[config.mk]
export PLATFORM = sky130hd
export DESIGN_NAME = imu_burst_reader
export DESIGN_NICKNAME = d
export VERILOG_FILES = /design/src/rtl/imu_pkg.sv /design/src/rtl/spi_byte_shifter.sv /design/src/rtl/imu_burst_reader.sv
export SDC_FILE = /design/constraint.sdc
export NUM_CORES = 1
export LEC_CHECK = 0
export ABC_AREA = 1
export CAP_MARGIN = 15
export CORE_AREA = 2 2 103 105
export DETAILED_ROUTE_END_ITERATION = 6
export DIE_AREA = 0 0 105 107
export PLACE_DENSITY = 0.66
export SLEW_MARGIN = 20
export SYNTH_ARGS = -nofsm -noshare
export SYNTH_HDL_FRONTEND = slang
export SYNTH_SLANG_ARGS = --single-unit
[constraint.sdc]
create_clock -name clk -period 1.8 [get_ports clk]
set_input_delay 0.36 -clock clk [delete_from_list [all_inputs] [get_ports clk]]
set_output_delay 0.36 -clock clk [all_outputs]
set_load 0.05 [all_outputs]
[src/rtl/imu_pkg.sv]
// imu_pkg: shared constants and types for the IMU burst reader.
//   - MPU-6000 register-map constants (burst start address, read bit, burst length)
//   - byte offsets of the three words the angle filter uses
//   - FSM state encoding, raw capture struct, output width and truncation helper
package imu_pkg;

  localparam logic [7:0] START_ADDR_DEF = 8'h3B;  // ACCEL_XOUT_H
  localparam logic [7:0] READ_BIT       = 8'h80;
  localparam int         BURST_LEN      = 14;

  // Big-endian word positions inside the burst
  localparam int OFS_AX = 0;
  localparam int OFS_AZ = 4;
  localparam int OFS_GY = 10;

  localparam int OUT_W    = 10;
  localparam int TRUNC_SH = 6;

  typedef enum logic [2:0] {
    IDLE, SETUP, CMD, READ, HOLD, LATCH, STROBE
  } state_t;

  typedef struct packed {
    logic [15:0] ax;
    logic [15:0] az;
    logic [15:0] gy;
  } raw_set_t;

  // Arithmetic shift then keep the low OUT_W bits: plain truncation, no rounding.
  function automatic logic signed [OUT_W-1:0] trunc_word(input logic [15:0] w);
    return OUT_W'($signed(w) >>> TRUNC_SH);
  endfunction

endpackage

[src/rtl/spi_byte_shifter.sv]
// spi_byte_shifter: SPI mode-3 single-byte engine.
//   clk, rst_n : clock, async active-low reset
//   start      : begin a byte (may coincide with done for gap-free bursts)
//   tx         : byte to send MSB first
//   miso       : serial input, sampled on sclk rise
//   sclk, mosi : serial clock (idles high) and output (changes on sclk fall)
//   rx         : received byte, complete when done is high
//   done       : high in the last clk cycle of the byte's final sclk high half
// A byte lasts exactly 16*CLK_DIV clk cycles: 8 x (low half, high half).
module spi_byte_shifter #(
  parameter int CLK_DIV = 4
) (
  input  logic       clk,
  input  logic       rst_n,
  input  logic       start,
  input  logic [7:0] tx,
  input  logic       miso,
  output logic       sclk,
  output logic       mosi,
  output logic [7:0] rx,
  output logic       done
);

  localparam int DW = (CLK_DIV > 2) ? $clog2(CLK_DIV) : 1;
  localparam logic [DW-1:0] DIV_LAST = DW'(CLK_DIV - 1);

  logic          active;
  logic [DW-1:0] div_cnt;
  logic [2:0]    bit_cnt;
  logic [7:0]    txsh;
  logic          half_end;

  assign half_end = (div_cnt == DIV_LAST);
  assign done     = active & sclk & half_end & (bit_cnt == 3'd7);

  always_ff @(posedge clk or negedge rst_n) begin
    if (!rst_n) begin
      active  <= 1'b0;
      div_cnt <= '0;
      bit_cnt <= '0;
      txsh    <= '0;
      rx      <= '0;
      sclk    <= 1'b1;
      mosi    <= 1'b1;
    end else if (start) begin
      // Starting a byte is itself the first falling edge.
      active  <= 1'b1;
      div_cnt <= '0;
      bit_cnt <= '0;
      sclk    <= 1'b0;
      mosi    <= tx[7];
      txsh    <= {tx[6:0], 1'b0};
    end else if (active) begin
      if (half_end) begin
        div_cnt <= '0;
        if (!sclk) begin
          sclk <= 1'b1;
          rx   <= {rx[6:0], miso};
        end else if (bit_cnt == 3'd7) begin
          active <= 1'b0;  // sclk parks high
        end else begin
          sclk    <= 1'b0;
          mosi    <= txsh[7];
          txsh    <= {txsh[6:0], 1'b0};
          bit_cnt <= bit_cnt + 3'd1;
        end
      end else begin
        div_cnt <= div_cnt + DW'(1);
      end
    end
  end

endmodule

[src/rtl/imu_burst_reader.sv]
// imu_burst_reader: periodic burst read of the MPU-6000 over SPI mode 3.
// Reduces accel X / accel Z / gyro Y to 10-bit signed and publishes them
// with a one-cycle data_ready strobe, data stable one cycle before it rises.
//   clk, reset_n          : clock, async active-low reset
//   enable                : permits new transactions (a running one completes)
//   spi_miso              : IMU data in
//   spi_cs_n/sclk/mosi    : SPI master outputs
//   accel1, accel2, gyro  : reduced accel X, accel Z, gyro Y
//   data_ready            : new sample set strobe
//   busy                  : cs_n fall through publish
// Frame: SETUP (CLK_DIV) + 15 bytes (16*CLK_DIV each) + HOLD (CLK_DIV).
module imu_burst_reader
  import imu_pkg::*;
#(
  parameter int          CLK_DIV       = 4,
  parameter int          SAMPLE_PERIOD = 50000,
  parameter logic [7:0]  START_ADDR    = START_ADDR_DEF
) (
  input  logic                    clk,
  input  logic                    reset_n,
  input  logic                    enable,
  input  logic                    spi_miso,
  output logic                    spi_cs_n,
  output logic                    spi_sclk,
  output logic                    spi_mosi,
  output logic signed [OUT_W-1:0] accel1,
  output logic signed [OUT_W-1:0] accel2,
  output logic signed [OUT_W-1:0] gyro,
  output logic                    data_ready,
  output logic                    busy
);

  localparam int TW = (SAMPLE_PERIOD > 2) ? $clog2(SAMPLE_PERIOD) : 1;
  localparam int DW = (CLK_DIV > 2) ? $clog2(CLK_DIV) : 1;
  localparam logic [TW-1:0] TMR_LAST  = TW'(SAMPLE_PERIOD - 1);
  localparam logic [DW-1:0] DIV_LAST  = DW'(CLK_DIV - 1);
  localparam logic [3:0]    BYTE_LAST = 4'(BURST_LEN - 1);
  localparam logic [7:0]    CMD_BYTE  = READ_BIT | {1'b0, START_ADDR[6:0]};

  state_t        state;
  logic [TW-1:0] timer;
  logic          tick;
  logic [DW-1:0] cnt;
  logic [3:0]    byte_cnt;
  raw_set_t      raw;

  logic          sh_start;
  logic [7:0]    sh_tx;
  logic [7:0]    sh_rx;
  logic          sh_done;

  // Free-running sample timer; runs regardless of FSM state so the period is exact.
  assign tick = (timer == TMR_LAST);

  always_ff @(posedge clk or negedge reset_n) begin
    if (!reset_n) timer <= '0;
    else          timer <= tick ? '0 : timer + TW'(1);
  end

  // Byte starts are issued in the same cycle as the previous done so bytes
  // abut with no idle clk between them. MOSI idles at 1 during READ via 0xFF.
  always_comb begin
    sh_start = 1'b0;
    sh_tx    = 8'hFF;
    case (state)
      SETUP: if (cnt == DIV_LAST) begin
        sh_start = 1'b1;
        sh_tx    = CMD_BYTE;
      end
      CMD:     sh_start = sh_done;
      READ:    sh_start = sh_done && (byte_cnt != BYTE_LAST);
      default: ;
    endcase
  end

  spi_byte_shifter #(.CLK_DIV(CLK_DIV)) u_shift (
    .clk   (clk),
    .rst_n (reset_n),
    .start (sh_start),
    .tx    (sh_tx),
    .miso  (spi_miso),
    .sclk  (spi_sclk),
    .mosi  (spi_mosi),
    .rx    (sh_rx),
    .done  (sh_done)
  );

  always_ff @(posedge clk or negedge reset_n) begin
    if (!reset_n) begin
      state      <= IDLE;
      spi_cs_n   <= 1'b1;
      busy       <= 1'b0;
      data_ready <= 1'b0;
      cnt        <= '0;
      byte_cnt   <= '0;
      raw        <= '0;
      accel1     <= '0;
      accel2     <= '0;
      gyro       <= '0;
    end else begin
      data_ready <= 1'b0;
      case (state)
        IDLE: begin
          // Ticks outside IDLE are simply lost.
          busy <= 1'b0;
          if (tick && enable) begin
            state    <= SETUP;
            spi_cs_n <= 1'b0;
            busy     <= 1'b1;
            cnt      <= '0;
          end
        end
        SETUP: begin
          if (cnt == DIV_LAST) state <= CMD;
          else                 cnt   <= cnt + DW'(1);
        end
        CMD: begin
          if (sh_done) begin
            state    <= READ;
            byte_cnt <= '0;
          end
        end
        READ: begin
          if (sh_done) begin
            case (byte_cnt)
              4'(OFS_AX):     raw.ax[15:8] <= sh_rx;
              4'(OFS_AX + 1): raw.ax[7:0]  <= sh_rx;
              4'(OFS_AZ):     raw.az[15:8] <= sh_rx;
              4'(OFS_AZ + 1): raw.az[7:0]  <= sh_rx;
              4'(OFS_GY):     raw.gy[15:8] <= sh_rx;
              4'(OFS_GY + 1): raw.gy[7:0]  <= sh_rx;
              default: ;
            endcase
            if (byte_cnt == BYTE_LAST) begin
              state <= HOLD;
              cnt   <= '0;
            end else begin
              byte_cnt <= byte_cnt + 4'd1;
            end
          end
        end
        HOLD: begin
          if (cnt == DIV_LAST) begin
            spi_cs_n <= 1'b1;
            state    <= LATCH;
          end else begin
            cnt <= cnt + DW'(1);
          end
        end
        LATCH: begin
          accel1 <= trunc_word(raw.ax);
          accel2 <= trunc_word(raw.az);
          gyro   <= trunc_word(raw.gy);
          state  <= STROBE;
        end
        STROBE: begin
          // Strobe rises one edge after the outputs settle.
          data_ready <= 1'b1;
          state      <= IDLE;
        end
        default: state <= IDLE;
      endcase
    end
  end

endmodule

==> key figures, run 1 <==
Clock tree
  – Bufs on Longest Clock Path: 2
  – Clock-pin slew on the worst setup and hold paths: between 0.1 and 0.15 ns
  – Clk root buf: clkbuf_8
  – H-tree depth: 3
  – CTS tree: done
  – Clock insertion delay at the later pin of the skew report: around 0.39 ns
  – # clock sinks: 111
  – TritonCTS Buffers: 9

Yosys
  – Synth area leader: dfrtp_1
  – Syn nets: about 500
  – Commonest cells post-synth: dfrtp_1 (108), nand2_1 (103), nor2_1 (45), inv_1 (41), nand3_1 (33)
  – FFs w/ async S/R, synth: 100%
  – Number of synthesized flops with an enable pin: 0
  – Seq/Total Area, Yosys: 56.0%
  – Avg Inst Size Synth: slightly above 10 µm²
  – Cell Area, Synth: 0.00497 mm²
  – Most frequent cell after synthesis: dfrtp_1
  – Area share of the largest cell type after synthesis: 54.4%
  – Primary FF master, synth: dfrtp_1
  – Yosys warns: 0
  – Post-Syn Instances: between 400 and 500
  – Count of cell types in the netlist: 34
  – Synth Register Bits: roughly 110
  – Synth area leaders: dfrtp_1 (54%), nand2_1 (7.8%), mux2_2 (6.8%)

Floorplanning
  – I/O pin count: 39
  – Starting Density: 49.2%
  – Full die area: 0.0112 mm²
  – Die span in y: 107 µm
  – Die X: 105 µm
  – Core area: 0.0101 mm²
  – Std cell rows: 37

Setup path
  – Flop-to-flop setup slack: roughly 0.092 ns
  – Arr. time, crit path: 2.03 ns
  – Critical path required time: approximately 2.1 ns
  – Reg2Reg Launch Point: u_shift.bit_cnt[0]
  – CP Launch Type: flip-flop
  – Worst-path fanout max: 8
  – Critical path class: reg2reg
  – Reg2reg end: raw[46]
  – Crit end category: flip-flop
  – R2R cell count: 7

Detailed routing
  – Total wire length: between 9000 and 10000 µm
  – DRT Pass-1 Iters: 4
  – Via count: 3427
  – DRC: 0
  – Routed WL per cell: 13.8 µm
  – Via-per-instance ratio: between 5 and 6
  – Initial DRC Count: roughly 170
  – Routed Antenna Nets: 0

Global routing
  – Initial antenna violation count: 0
  – First-pass GRT wire length: between 15000 and 20000 µm
  – Largest net degree at the start of global routing: 38
  – Vias in the first global route: roughly 3.2k
  – Total track usage: between 10% and 20%
  – Total grt overflow: 0

Power and ir drop
  – Maximum vdd drop: around 0.38 mV
  – PwrDens: ~700 mW/mm²
  – Leakage: between 0.002 and 0.003 µW

STA
  – RSZ-0062 raised after global routing: yes
  – Fin crit period: 1.71 ns
  – Final setup violation count: 0
  – Setup ws final: slightly above 0.09 ns
  – FMAX: about 0.6 GHz
  – Fin. max-slew vios: 0
  – Slew HR: 65.5%
  – Post-route setup TNS: 0 ns
  – Skew final: about 0.0098 ns
  – Final Hold Vio Count: 0
  – Worst-margin pin slew: between 0.5 and 0.6 ns
  – Period utilization: between 90% and 100%

Placed design
  – Buffers on Ports: 38
  – Post-place setup slack: 0.0112 ns
  – GPL Wtd Cong: between 0.7 and 0.8
  – Post-detail-place hpwl: 6440 µm
  – Placed insts: ~660

Worst hold path
  – Worst min path class: in2async

Layout
  – Final nets: 554
  – Antenna Cells: 0
  – Final Non-Filler Cells: slightly below 700
  – Share of cells above drive strength 1: between 20% and 30%
  – Layout area overhead: 16.1%
  – Final cell utilization of the core: between 50 and 60%

Run
  – Max cap viols: 0

Run status
  – Status: finished clean
==> worst max-delay path: stages (launching register included) <==
cell and delay (ns):
dfrtp_1 0.39, ha_1 0.17, ha_2 0.21, nand4_4 0.16
nor2_8 0.23, buf_12 0.14, nand3_4 0.16, o21ai_2 0.17
==> logic make-up after synthesis <==
family	after synthesis	synth area share, %
adders and majority gates	9	2.27
AOI/OAI and AO/OA	65	8.16
buffers and inverters	56	5.26
muxes	30	6.80
and+or+nand+nor	210	20.0
xor gates and xnor gates	9	1.59
DFF	111	56.0
==> power breakdown <==
group / total [µW] / internal, µW / leakage (µW) / switching [µW]
combinational: 71.6 / 19.7 / 0.00131 / 52.0
sequential: 2490 / 2490 / 0.00152 / 0
clock: 1560 / 686 / 0.0000989 / 877
total: 4130 / 3200 / 0.00293 / 929
==> through the flow <==
step                power, µW  area, µm²  hold WS (ns)
CTS                      4180       5710         0.483
global placement         2610       5480         0.375
finish                   4130       5770         0.479
global route             4290       5770         0.504
floorplan                2540       4970        0.0644
detailed placement       2610       5480         0.378
==> placed cells by master, fill, tap and decap left out, types with 3 or more instances in the layout <==
cell	synthesis	layout
buf_4	2	39
nor3_1	6	6
nor2_1	45	44
nand2_2	3	3
mux2_2	30	30
clkbuf_8	0	10
ha_1	9	7
nand2_4	3	3
a21oi_1	10	10
o21ai_0	19	19
nor2_2	2	3
o21ai_1	14	14
nand2_1	103	103
nand3_4	3	6
inv_1	41	41
buf_12	0	7
nand3_1	33	33
dfstp_2	3	3
nand4_1	5	5
xor2_1	9	9
o21ai_2	18	18
dfrtp_1	108	107
==> worst max-delay path by stage <==
stage / start / endpoint / slack, ns / depth (start not counted)
final: u_shift.bit_cnt[0] / raw[46] / 0.09 / 7
after global routing: u_shift.bit_cnt[0] / raw[40] / -0.01 / 8
after CTS: u_shift.bit_cnt[0] / u_shift.bit_cnt[2] / 0.006 / 9
after detailed placement: u_shift.bit_cnt[0] / u_shift.rx[1] / 0.01 / 8
after global placement: u_shift.bit_cnt[0] / u_shift.rx[0] / 0.09 / 8
after floorplan: u_shift.bit_cnt[0] / u_shift.rx[5] / 0.17 / 9
==> area by class of cell <==
type / instances / area (µm²)
Tap cell: 136 / 170
Multi-Input combinational cell: 325 / 1980
Inverter: 45 / 174
Clock inverter: 6 / 67.6
Timing Repair Buffer: 49 / 463
Sequential cell: 111 / 2780
Clock buffer: 10 / 138
Fill cell: 875 / 4320
==> routing by layer <==
layer	vias to the layer above	wire, µm	track usage, %	share of wire [%]
met5	-	0	0	0
met1	1651	4490	24.0	48
li1	1710	-	-	-
met4	0	182	8.29	1.9
met3	12	358	3.59	3.8
met2	54	4370	27.8	47
==> what timing repair did <==
item / in CTS / in global routing
pin swaps: 0 / 2
gates cloned: 0 / 2
hold endpoints to repair: 29 / 0
endpoints found under the setup margin: 2 / 47
hold buffers: 1 / 0
setup buffers: 0 / 1
gates resized for setup: 1 / 7
==> state kept, by name (all words and copies together), names as in the netlist <==
register         count
accel1              10
accel2              10
busy                 1
byte_cnt             4
cnt                  2
data_ready           1
gyro                10
raw                 30
spi_cs_n             1
state                3
timer               16
u_shift.active       1
u_shift.bit_cnt      3
u_shift.div_cnt      2
u_shift.mosi         1
u_shift.rx           8
u_shift.sclk         1
u_shift.txsh         7
Power figures use the tool's default switching activity.
==> run 2, diff against run 1 <==
- GPL_TIMING_DRIVEN: default -> 0
==> run 2 against run 1 <==
Against the previous run: clock skew increased by 0.0023 ns; setup slack lost 0.040 ns; non-clock buffer count rose by 10; worst hold slack worse by 0.024 ns; clock power fell by 6%; cell area up 0.87%.
==> key figures, run 2 (synthesized netlist as in run 1, its figures left out) <==
Clock tree
  – Clk root buf: clkbuf_8
  – # clock sinks: roughly 110
  – H-tree depth: 3
  – Bufs on Longest Clock Path: 2
  – Clock-pin slew on the worst setup and hold paths: roughly 0.11 ns
  – Clock insertion delay at the later pin of the skew report: roughly 0.38 ns
  – CTS tree: done
  – TritonCTS Buffers: 9

Detailed routing
  – Routed WL per cell: 13.4 µm
  – DRC: 0
  – Routed Antenna Nets: 0
  – Total wire length: just over 9000 µm
  – DRT Pass-1 Iters: 4
  – Initial DRC Count: 144
  – Via-per-instance ratio: a little under 5
  – Via count: around 3.4k

Setup path
  – Reg2Reg Launch Point: u_shift.bit_cnt[1]
  – Bufs and invs on worst path: 1
  – Critical-path cell list: clkdlybuf4s15_2
  – Critical path class: reg2out
  – Crit path launch: u_shift.sclk
  – Critical Path Max Stage Delay: 0.62 ns
  – Arr. time, crit path: around 1.4 ns
  – Crit end category: output port
  – Critical path required time: about 1.4 ns
  – Worst-path fanout max: 6
  – CP delay by family, top: flip-flops
  – Slowest cell on the critical path: dfstp_2
  – CP Launch Type: flip-flop

STA
  – Final setup violation count: 0
  – FMAX: roughly 0.57 GHz
  – Fin crit period: between 1.5 and 2 ns
  – Post-route setup TNS: 0 ns
  – Fin. max-slew vios: 0
  – Skew final: 0.0121 ns
  – Worst-margin pin slew: between 0.5 and 0.6 ns
  – Period utilization: between 90% and 100%
  – Slew HR: 66.1%
  – Final Hold Vio Count: 0

Placed design
  – GPL Wtd Cong: approximately 0.85
  – Post-detail-place hpwl: 6320 µm
  – Buffers on Ports: 38
  – Placed Area: between 0.005 and 0.006 mm²
  – Placed insts: 665

Floorplanning
  – I/O pin count: 39
  – Starting Density: about half
  – Std cell rows: 37
  – Die X: ~110 µm
  – Core area: 0.0101 mm²
  – Die span in y: about 110 µm
  – Full die area: between 0.01 and 0.015 mm²

Global routing
  – Met1 Use GR: a little under a quarter
  – Largest net degree at the start of global routing: 74
  – Vias in the first global route: ~3.3k
  – Grt peak-use layer: met2
  – First-pass GRT wire length: 15700 µm
  – Initial antenna violation count: 0
  – Met3 usage: 3.34%
  – Total grt overflow: 0
  – Total track usage: approximately 18%
  – Met2 track demand over resource: ~28%

Worst hold path
  – Worst min path class: in2async

Layout
  – Area occupied by multi-input gates: 0.00198 mm²
  – Biggest register: raw
  – Layout area overhead: 17.1%
  – Antenna Cells: 0
  – Share of cells above drive strength 1: 21.5%
  – Final nets: 562
  – Final Non-Filler Cells: just under 700
  – Post-route cell area: roughly 0.0058 mm²
  – Largest register FFs: 30
  – Most frequent cells in the layout: dfrtp_1 (108), nand2_1 (102), nor2_1 (44)
  – # fillers: slightly above 900
  – Commonest non-fill, non-tap cell in the layout: dfrtp_1
  – Largest registers: raw x30, timer x16
  – Sequential cell area: about 0.0028 mm²

Run
  – Max cap viols: 0

Run status
  – Status: finished clean

Power and ir drop
  – Leakage: 0.00305 µW
  – Maximum vdd drop: ~0.5 mV
  – PwrDens: about 690 mW/mm²
-- run 2: cell count changes in the layout (fill, tap and decap cells not counted), moves of 2 or more --
| cell | before | now |
|---|---|---|
| clkinvlp_4 | 2 | 0 |
| buf_6 | 0 | 5 |
| clkbuf_2 | 0 | 2 |
| buf_12 | 7 | 0 |
| buf_2 | 0 | 3 |
| dlygate4sd2_1 | 0 | 32 |
| nand3_1 | 33 | 31 |
| buf_4 | 39 | 11 |
-- run 2: area by class of cell --
| type | count | share of cell area (%) |
|---|---|---|
| inverters | 45 | 2.94 |
| flip-flops and latches | 111 | 47.8 |
| clock buffers | 10 | 2.36 |
| multi-input cells | 323 | 34.0 |
| well taps | 136 | 2.92 |
| clock inverters | 6 | 0.881 |
| repair buffers | 48 | 7.39 |
| plain buffers | 11 | 1.68 |
-- run 2: stage by stage --
| step | power, µW | hold WS, ns | setup slack, ns | util (%) |
|---|---|---|---|---|
| after floorplan | 2540 | 0.0644 | 0.168 | - |
| after global placement | 2600 | 0.458 | -3.82 | 54.7 |
| after global routing | 4160 | 0.479 | -0.0182 | 57.7 |
| after detailed placement | 2610 | 0.291 | -0.0451 | 55.0 |
| final | 4010 | 0.456 | 0.0520 | 57.7 |
| after CTS | 4070 | 0.456 | 0.00370 | 56.7 |
-- run 2: repair_timing --
item,in CTS,in global routing
endpoints found under the hold margin,38,0
gates resized for setup,41,17
pin swaps,0,3
buffers inserted,0,8
hold buffers,1,0
endpoints found under the setup margin,39,36
-- run 2: per-layer routing --
metal  vias to the layer above  part of all wire [%]
met2                        51                    46
met4                         0                   1.7
met1                      1634                    49
met3                        12                   2.8
li1                       1728                     -
met5                         -                     0
-- run 2: power by group --
part	total, µW	internal [µW]	switching [µW]	leakage (µW)
registers	2490	2490	0	0.00152
logic	63.2	13.7	49.5	0.00143
clock network	1460	565	892	0.0000992
total	4010	3070	942	0.00305
-- run 2: path summary, 6_finish.rpt --
kind / endpoint / slack (ns) / cells after the start
min reg2reg: spi_cs_n / 0.47 / 2
max in group asynchronous: u_shift.mosi / 0.65 / 3
max: spi_sclk / 0.05 / 1
max reg2reg: raw[29] / 0.11 / 8
min in group clk: spi_cs_n / 0.47 / 2
min: timer[15] / 0.46 / 2
==> run 3, diff against run 2 <==
- CTS_BUF_LIST: default -> sky130_fd_sc_hd__clkbuf_4 sky130_fd_sc_hd__clkbuf_8
- CTS_CLUSTER_DIAMETER: default -> 60
==> results of run 3 <==
Final layout, timing and power as in run 2 (identical DEF).
==> edit (settings of run 3) <==
Set the package constant `OUT_W` to 14 (it was 10).
--- a/src/rtl/imu_pkg.sv
+++ b/src/rtl/imu_pkg.sv
@@ -13,7 +13,7 @@
   localparam int OFS_AZ = 4;
   localparam int OFS_GY = 10;
 
-  localparam int OUT_W    = 10;
+  localparam int OUT_W    = 14;
   localparam int TRUNC_SH = 6;
 
   typedef enum logic [2:0] {
Interface: changed (resized accel1, accel2 and gyro); port bits go from 39 to 51. No check against the original RTL was run, so the function may have changed too.
==> edit against run 3 <==
Sequential cell count unchanged; total power up 0.59%; synthesized area up 1.8%; largest cell class unchanged; largest power group unchanged; design area up 3.0%; via count up 5.3%; setup slack better by 0.027 ns; wire length up 1.7%; critical path type unchanged; cell count up 2.8%.
==> edit: results (changes against run 3) <==
placement:
  placed_area_um2: 5760  # +3.8%
  pre_cts_slack_ns: -0.0182  # +0.0269 ns
  hpwl_mm: 6.78  # +7.2%
  place.gp.congestion: 0.852  # about the same
  io_buffers: 50  # +32%
grt:
  grt_max_degree: 69  # -6.8%
  grt_pass1_vias: 3571  # +7.1%
  use_met3: 0.0426  # +0.00912
  grt_pass1_wl_mm: 16.6  # +5.7%
  groute.layer.met2.usage: 0.303  # +0.0232
  grt_usage: 0.183  # +0.00506
  use_met1: 0.237  # -0.00173
power_and_ir_drop:
  p_leak_nw: 3.12  # +2.3%
  ir_worst_vdd_mv: 0.410  # -19%
layout:
  n_fill_cell: 933  # +0.76%
  finalNetCount: 581  # +3.4%
  layout-drive-gt1-share: 0.243  # +0.0278
setup_path:
  critical-path-top-delay-family: "buffers and inverters"
  cpPeakStageDelay_ns: 0.55  # -0.07 ns
  cp_slowest_cell: "dlygate4sd2_1"
cts:
  clock_latency_ns: 0.38  # about the same
  cts_buffer_depth: 2  # unchanged
logic_synthesis:
  synth_nets: 515  # +2.4%
  ys_top_cells_by_area: "dfrtp_1 53%, nand2_1 7.6%, mux2_2 6.7%"
  seq_area_frac_synth: 0.550  # -0.00996
  yosysWarnings: 0  # unchanged
route:
  first_iter_violations: 170  # +18%
  via_per_inst: 5.09  # +2.5%
  routed_wl_mm: 9.42  # +1.7%
timing:
  worstMarginPinSlew_ns: 0.511  # +0.000711 ns
  finClkSkew_ns: 0.0159  # +0.00379 ns
outcome:
  status: "complete, no violations"
==> edit: changes by cell type after synthesis <==
cell,change
buf_4,+12
==> edit: layer usage <==
layer,share of wire,vias to the layer above
met3,0.037,13
li1,-,1770
met4,0.012,0
met2,0.48,61
met5,0,-
met1,0.47,1762
==> edit: cell families after synthesis <==
group | share of synthesized area
XOR/XNOR | 0.0156
AO/OA/AOI/OAI | 0.0801
buffers and inverters | 0.0695
flip-flops | 0.550
adder cells (fa/ha/maj) | 0.0223
AND/OR/NAND/NOR | 0.196
multiplexers | 0.0668
==> edit: final cells by class <==
cell class | count | area (um2) | area share
Sequential cell | 111 | 2780 | 0.464
Multi-Input combinational cell | 323 | 1970 | 0.328
Timing Repair Buffer | 55 | 524 | 0.0874
Buffer | 23 | 181 | 0.0303
Inverter | 45 | 171 | 0.0286
Tap cell | 136 | 170 | 0.0284
Clock buffer | 9 | 124 | 0.0207
Clock inverter | 7 | 77.6 | 0.0129
==> edit: where the power goes <==
part / total (mW) / switching [mW] / internal (mW) / leakage (nW)
registers: 2.49 / 0 / 2.49 / 1.52
clock network: 1.48 / 0.933 / 0.549 / 0.0979
logic: 0.0625 / 0.0487 / 0.0137 / 1.50
total: 4.04 / 0.981 / 3.06 / 3.12
==> edit: metrics by stage <==
| step | power [mW] | instances |
|---|---|---|
| after global routing | 4.21 | 709 |
| after global placement | 2.60 | 688 |
| after detailed placement | 2.61 | 689 |
| after CTS | 4.09 | 706 |
| final | 4.04 | 709 |
| after floorplan | 2.54 | 502 |
==> edit: final timing paths <==
kind,start,endpoint,slack [ns],cells after the start
setup / recovery,accel2[9]$_DFFE_PN0P_,accel2[9],0.08,1
hold / removal,reset_n,timer[8]$_DFF_PN0_,0.46,2
setup reg to reg,state[2]$_DFFE_PN0P_,u_shift.txsh[6]$_DFFE_PN0P_,0.13,8
hold reg to reg,spi_cs_n$_DFFE_PN1P_,spi_cs_n$_DFFE_PN1P_,0.47,2
max in group asynchronous,reset_n,accel2[4]$_DFFE_PN0P_,0.69,3
min in group clk,spi_cs_n$_DFFE_PN1P_,spi_cs_n$_DFFE_PN1P_,0.47,2
==> edit: repair_timing <==
action                                  4_1_cts  5_1_grt
setup buffers                                 0        3
pin swaps                                     0        2
hold buffers                                  1        0
hold endpoints to repair                     40        0
endpoints found under the setup margin       49       45
gates resized for setup                      77       16
